**config.mk**
```make
export PLATFORM = sky130hd
export DESIGN_NAME = regfile_sb
export DESIGN_NICKNAME = d
export VERILOG_FILES = /design/src/rtl/regfile_sb.sv
export SDC_FILE = /design/constraint.sdc
export NUM_CORES = 2
export LEC_CHECK = 0
export BUFFER_PORTS_ARGS = -buffer_cell sky130_fd_sc_hd__buf_2
export CORE_MARGIN = 5
export CORE_UTILIZATION = 63
export DETAILED_ROUTE_END_ITERATION = 8
export PLACE_DENSITY_LB_ADDON = 0.1
export SYNTH_ARGS = -nofsm -noshare
export SYNTH_HDL_FRONTEND = slang
export SYNTH_SLANG_ARGS = --single-unit
```
**constraint.sdc**
```tcl
create_clock -name clk -period 4.7 [get_ports clk]
set_input_delay 0.94 -clock clk [delete_from_list [all_inputs] [get_ports clk]]
set_output_delay 0.94 -clock clk [all_outputs]
set_load 0.005 [all_outputs]
```
**src/rtl/regfile_sb.sv**
```systemverilog
// Architectural register file with per-register busy scoreboard and pending-writes counter.
// Optional same-cycle writeback forwarding on the read ports: define REGFILE_BYPASS_EN.
module regfile_sb #(
   parameter int XLEN = 32,
   parameter int NREGS = 32,
   parameter int SP_IDX = 2,
   parameter logic [XLEN-1:0] SP_INIT = XLEN'(32'h2ffc),
   parameter int DBG_IDX = 17,
   localparam int AW = $clog2(NREGS)
) (
   input  logic            clk,
   input  logic            reset,
   input  logic [AW-1:0]   rs1,
   input  logic [AW-1:0]   rs2,
   output logic [XLEN-1:0] rs1_dout,
   output logic [XLEN-1:0] rs2_dout,
   output logic            rs1_busy,
   output logic            rs2_busy,
   input  logic            wr_en,
   input  logic [AW-1:0]   wr_rd,
   input  logic [XLEN-1:0] wr_data,
   input  logic            issue_en,
   input  logic [AW-1:0]   issue_rd,
   input  logic            flush,
   output logic [AW:0]     pending_cnt,
   output logic [XLEN-1:0] dbg_dout
);

   logic [XLEN-1:0] rf_reg [NREGS];
   logic [NREGS-1:0] busy_reg;
   logic [NREGS-1:0] busy_next;
   logic [AW:0] cnt_reg;
   logic [AW:0] cnt_next;
   logic issue_hit;
   logic wb_hit;
   logic cnt_inc;
   logic cnt_dec;

   // Register 0 is excluded here, so it is never written and never marked busy.
   assign issue_hit = issue_en && (issue_rd != '0);
   assign wb_hit    = wr_en && (wr_rd != '0);

   // A writeback only retires a pending entry if the same cycle does not re-issue it.
   assign cnt_inc = issue_hit && !busy_reg[issue_rd];
   assign cnt_dec = wb_hit && busy_reg[wr_rd] && !(issue_hit && (issue_rd == wr_rd));

   generate
      for (genvar gi = 0; gi < NREGS; gi++) begin : g_busy
         localparam logic [AW-1:0] IDX = AW'(gi);
         assign busy_next[gi] = flush                           ? 1'b0 :
                                (issue_hit && issue_rd == IDX)  ? 1'b1 :
                                (wb_hit && wr_rd == IDX)        ? 1'b0 :
                                busy_reg[gi];
      end
   endgenerate

   always_comb begin
      cnt_next = cnt_reg;
      if (flush) begin
         cnt_next = '0;
      end else if (cnt_inc && !cnt_dec) begin
         cnt_next = cnt_reg + (AW+1)'(1);
      end else if (!cnt_inc && cnt_dec) begin
         cnt_next = cnt_reg - (AW+1)'(1);
      end
   end

   always_ff @(posedge clk) begin
      if (reset) begin
         busy_reg <= '0;
         cnt_reg  <= '0;
         for (int i = 0; i < NREGS; i++) begin
            rf_reg[i] <= (i == SP_IDX) ? SP_INIT : '0;
         end
      end else begin
         busy_reg <= busy_next;
         cnt_reg  <= cnt_next;
         if (wb_hit) begin
            rf_reg[wr_rd] <= wr_data;
         end
      end
   end

   assign pending_cnt = cnt_reg;
   assign dbg_dout    = rf_reg[DBG_IDX];

`ifdef REGFILE_BYPASS_EN
   logic rs1_fwd;
   logic rs2_fwd;

   assign rs1_fwd = wb_hit && (wr_rd == rs1);
   assign rs2_fwd = wb_hit && (wr_rd == rs2);

   // A forwarded read is free unless the same register is re-issued this cycle.
   always_comb begin
      rs1_dout = rs1_fwd ? wr_data : rf_reg[rs1];
      rs2_dout = rs2_fwd ? wr_data : rf_reg[rs2];
      rs1_busy = rs1_fwd ? (issue_hit && issue_rd == rs1) : busy_reg[rs1];
      rs2_busy = rs2_fwd ? (issue_hit && issue_rd == rs2) : busy_reg[rs2];
   end
`else
   always_comb begin
      rs1_dout = rf_reg[rs1];
      rs2_dout = rf_reg[rs2];
      rs1_busy = busy_reg[rs1];
      rs2_busy = busy_reg[rs2];
   end
`endif

endmodule

```
-- Word level (Yosys, flattened, before mapping)
Memory sizes are Yosys's and may differ from the RTL's.
Index checks and enable logic that the tools add are counted.
- divide/modulo/power cells: 0
- reduce and logical (&&, ||, !) cells: 115
- bitwise operators: 0
- $add $sub $neg: 2
- shifts and indexed selects: 0
- eq/ne operators: 63
- mux-type cells: 82
- order comparisons: 4
- multiply operators: 0
- operators with widths (operator ; count):
    == test 5 bit, second input constant ; 32
    == test 5 x 4 -> 1 bit, second input constant ; 16
    2-to-1 mux 1 bit ; 74
    logical AND 1 bit ; 72
    nonzero test 2 bit ; 33
    == test 5 x 3 -> 1 bit, second input constant ; 8
    2-to-1 mux 32 bit ; 1
    OR reduction 32 bit ; 1
    less-than comparator 5 x 6 -> 1 bit, second input constant ; 4
    binary-select mux 1 bit (select 5 bit) ; 4
    == test 5 x 2 -> 1 bit, second input constant ; 4
    2-to-1 mux 6 bit ; 2
    == test 5 x 1 -> 1 bit, second input constant ; 2
    zero test 5 bit ; 2
    nonzero test 5 bit ; 2
    adder 6 x 1 -> 6 bit, second input constant ; 1
    subtractor 6 x 1 -> 6 bit, second input constant ; 1
    == test 5 bit ; 1
    2-to-1 mux 5 bit ; 1
    zero test 1 bit ; 4
    OR reduction 2 bit ; 1
- memories: 1
- latch bits: 0
- output and inout port bits: 104
- ROM bits: 0
- word-level logic and storage cells: 300
- input bits: 57
- bits in writable memories: 1024
- register bits after elaboration: 38
- memories (name ; depth ; width ; rd ports ; clocked after memory_dff ; write ports ; line ; RTL):
    rf_reg ; 32 ; 32 ; 3 ; 0 ; 32 ; 29 ; logic [XLEN-1:0] rf_reg [NREGS];

-- Logic depth before layout (Yosys ltp)
- depth in word-level cells: 8
- depth in mapped cells: 15

-- Worst setup path before layout
Ideal clock, no wire load.
- kind: in2reg
- from: input port wr_rd[1]
- to: register cnt_reg[4] (netlist: pending_cnt[4])
- cell stages on the path: 15
- arrival: 3973 ps
- library setup time: 70 ps
- path slack: 657 ps
- cells stage by stage: clkbuf_1 > clkbuf_1 > mux4_2 > a22o_1 > a221oi_1 > o21ai_0 > nand4_1 > ha_1 > inv_1 > ha_1 > nor2b_1 > o21a_1 > o21ai_0 > or3b_2 > a21oi_1
- word-level cells in the longest chain between the ends: 7
- elaborated cells between the ends (all ways): 14
- ends and longest elaborated chain (element ; line ; RTL):
    start, declared ; 20 ; input logic [AW-1:0] wr_rd,
    binary-select mux 1 bit (select 5 bit), or another cell as far along ; 45 ; assign cnt_dec = wb_hit && busy_reg[wr_rd] && !(issue_hit && (issue_rd == wr_rd));
    2-to-1 mux 1 bit (implied by the code), or another cell as far along ; 45 ;
    logical AND 1 bit or zero test 1 bit (tied branches) ; 45 ;
    logical AND 1 bit * ; 45 ;
    zero test 1 bit ; 61 ; end else if (cnt_inc && !cnt_dec) begin
    logical AND 1 bit ; 61 ;
    2-to-1 mux 6 bit or nonzero test 2 bit (tied branches) ; - ;
    end signal, assigned ; 77 ; cnt_reg <= cnt_next;
    end, declared ; 32 ; logic [AW:0] cnt_reg;
Every way passes the cells marked *; elsewhere a longest branch is shown, timed or not. The select of a mux whose other input is x is not followed.
A chain may end at the register's enable or synchronous reset.

-- Worst setup path after layout
- from: input port rs1[0]
- to: output port rs1_dout[19]
- word-level cells in the longest chain between the ends: 1
- ends and longest elaborated chain (element ; line ; RTL):
    start, declared ; 13 ; input logic [AW-1:0] rs1,
    memory (32 x 32 bit) ; - ;
    end, declared ; 15 ; output logic [XLEN-1:0] rs1_dout,
No other way between the ends.

==> flow_summary.toml <==
[run_status]
status = "completed"

[synthesis]
ys.flop_type = "edfxtp_1"
yosysWarnings = 0
async_flop_share_pct = 0
synth-seq-cells = 1062
synth.distinct_cells = 46
synth_cells = 3455
synth_top_area_share_pct = 54.13
synth_top_cell_by_area = "edfxtp_1"
synth_edf_count = 1024
synth.avg_cell_area_um2 = 16.44
synth_area_mm2 = 0.05681
synth.area.top_cells = "edfxtp_1 54%, mux4_2 27%, and2_1 11%"
ys_seq_area_share_pct = 55.47

[final_layout]
num-fill-cells = 5741
multiInputGateArea_mm2 = 0.02417
final_cell_mix = "1,024 x edfxtp_1, 983 x and2_1, 675 x mux4_2"
largest_reg_flops = 1024
final_common_cell = "edfxtp_1"
fin_area_mm2 = 0.06362
final_layout_size_suffix_gt1_share_pct = 35.21
syn2layout_area_growth_pct = 11.99
finalNetCount = 3602
regArea_mm2 = 0.03151

[timing]
layout_min_cycle_time_ps = 4071
slew_headroom_pct = 8.286
fin_crit_sh_pct = 86.61
tightest_slew_ps = 1368
timing.fmax_mhz = 245.7
hold_violations = 0
setup-violations-final = 0
whs_ps = 511.4
rsz0062_at_grt = "no"
worst_slack_ps = 629.2
final-max-slew-violation-count = 0
tns_ps = 0
skew_ps = 4.804

[worst_setup_path]
crit_chain = "buf_8, buf_12, buf_4, mux4_2, mux4_2, mux2_2, buf_2"
worstSetupStartpointType = "input pin"
slowest_stage = "mux4_2"
crit_buf_inv = 4
required_ps = 3760
max_stage_delay_ps = 540
cp.arrival_ps = 3130
crit_type = "in -> out"
end_kind = "output port"
cpMostUsedCell = "mux4_2"
crit_family = "multiplexers"
critPathMaxFanout = 20

[power]
power_mw = 23.01
clock_power_share_pct = 39.0
peakVddDrop_uv = 302.8
leakagePower_nw = 21.80
switching_share_pct = 23.94
combPwrFrac_pct = 12.4
p_switching_mw = 5.510
internal_power_mw = 17.50
p_per_area_mw_per_mm2 = 361.7
seq_power_share_pct = 48.6

[job]
cap_violations = 0

[floorplanning]
die_area_mm2 = 0.09628
io_pins = 161
die_w_um = 310.3
core_mm2 = 0.08974
start_util_pct = 63.31
fp-row-count = 110
fp.dieH_um = 310.3

[placement]
place_area_mm2 = 0.05989
place_congestion = 0.8737
portBuffers = 160
dp_slack_ps = 421.7
dp.final_hpwl_um = 106400

[routing]
vias = 35690
wire_per_inst_um = 38.45
vias_per_cell = 7.395
drcViolationCount = 0
ant_nets = 0
dr.pass1.iters = 6
drt_wl_total_um = 185500
first_iter_violations = 5678

[clock_tree]
cts_buffer_depth = 3
clock_sinks = 1062
hold_buffers = 0
cts_root_buf = "clkbuf_16"
clk_latency_ps = 690
path_clk_slew_ps = 50
htree_levels = 3
postCtsSetupBuffers = 0
cts_tree = "done"
cts_resized = 0
numCtsBuffers = 112

[global_route]
grtUsageTotal_pct = 39.10
overflow = 0
grt_pass1_wl_um = 262200
antenna_found_initial = 14
grt_pass1_vias = 36270
grt_max_degree = 61

[hold_path]
holdCritPathClass = "reg -> reg"
[through the flow]
step	utilization, %	instances
after global placement	66.74	4600
final	70.90	4826
after CTS	70.85	4809
after detailed placement	66.74	4600
after floorplan	-	3486
after global routing	70.86	4811
[area by class of cell]
cell class	instances	share of cell area, %
Multi-Input combinational cell	2044	37.99
Timing Repair Buffer	313	4.279
Tap cell	1176	2.313
Sequential cell	1062	49.53
Clock inverter	68	0.9833
Inverter	5	0.02950
Clock buffer	141	4.808
Antenna cell	17	0.06687
[worst min-delay path: cells and delay by family, from the launching register on]
family,cells,cell delay [ps]
flops,1,330
compound gates,1,50
simple gates,1,80
[power groups by stage]
stage | logic, mW | registers [mW] | clock network (mW)
floorplan | 1.79 | 11.2 | 0
CTS | 2.82 | 11.2 | 9.01
detailed placement | 2.81 | 11.4 | 0
finish | 2.85 | 11.2 | 8.98
global placement | 2.77 | 11.3 | 0
global route | 2.94 | 11.2 | 9.41
[cell families (layout without fill, tap and decap cells)]
group | count (synthesis) | count (layout) | share of synthesized area (%)
AND/OR/NAND/NOR | 1199 | 1199 | 12.67
flip-flops | 1062 | 1062 | 55.47
multiplexers | 742 | 742 | 28.09
buffers and inverters | 380 | 527 | 2.773
AO/OA/AOI/OAI | 57 | 57 | 0.7202
adder cells (fa/ha/maj) | 7 | 7 | 0.1674
XOR/XNOR | 7 | 7 | 0.1079
other | 1 | 49 | 0.006601
[per-layer routing]
metal / global-route usage, % / share of wire [%]
met1: 51.58 / 33
met2: 61.61 / 48
met3: 11.35 / 14
met4: 18.04 / 5.6
met5: 0 / 0
[synth_stat cells, types with 2 or more instances]
cell type  number
buf_6           6
clkbuf_1      287
nand3b_1        2
nor4_1          3
nand2_1        44
buf_2          47
dfxtp_1        38
nand3_1        11
nor3b_1         4
nor2b_1         6
buf_4          12
edfxtp_1     1024
a22o_1          3
xor2_1          2
inv_1           5
mux4_2        675
nor3_1         15
and2_1        983
mux2_2         66
nor2_1         71
o21ai_0         7
a21oi_1         5
nand4_1         3
and3_1          2
buf_1          23
a22oi_1        31
ha_1            6
o31ai_1         2
nand2b_1       49
a221oi_1        2
and3b_1         2
xnor2_1         5
[final timing paths]
kind | from | slack, ps | cells past startpoint | to
setup / recovery | rs1[0] | 630 | 7 | rs1_dout[19]
hold / removal | pending_cnt[4] | 510 | 2 | pending_cnt[4]
setup reg to reg | busy_reg[11] | 1330 | 11 | pending_cnt[4]
hold reg to reg | pending_cnt[4] | 510 | 2 | pending_cnt[4]
Power figures use the tool's default switching activity.
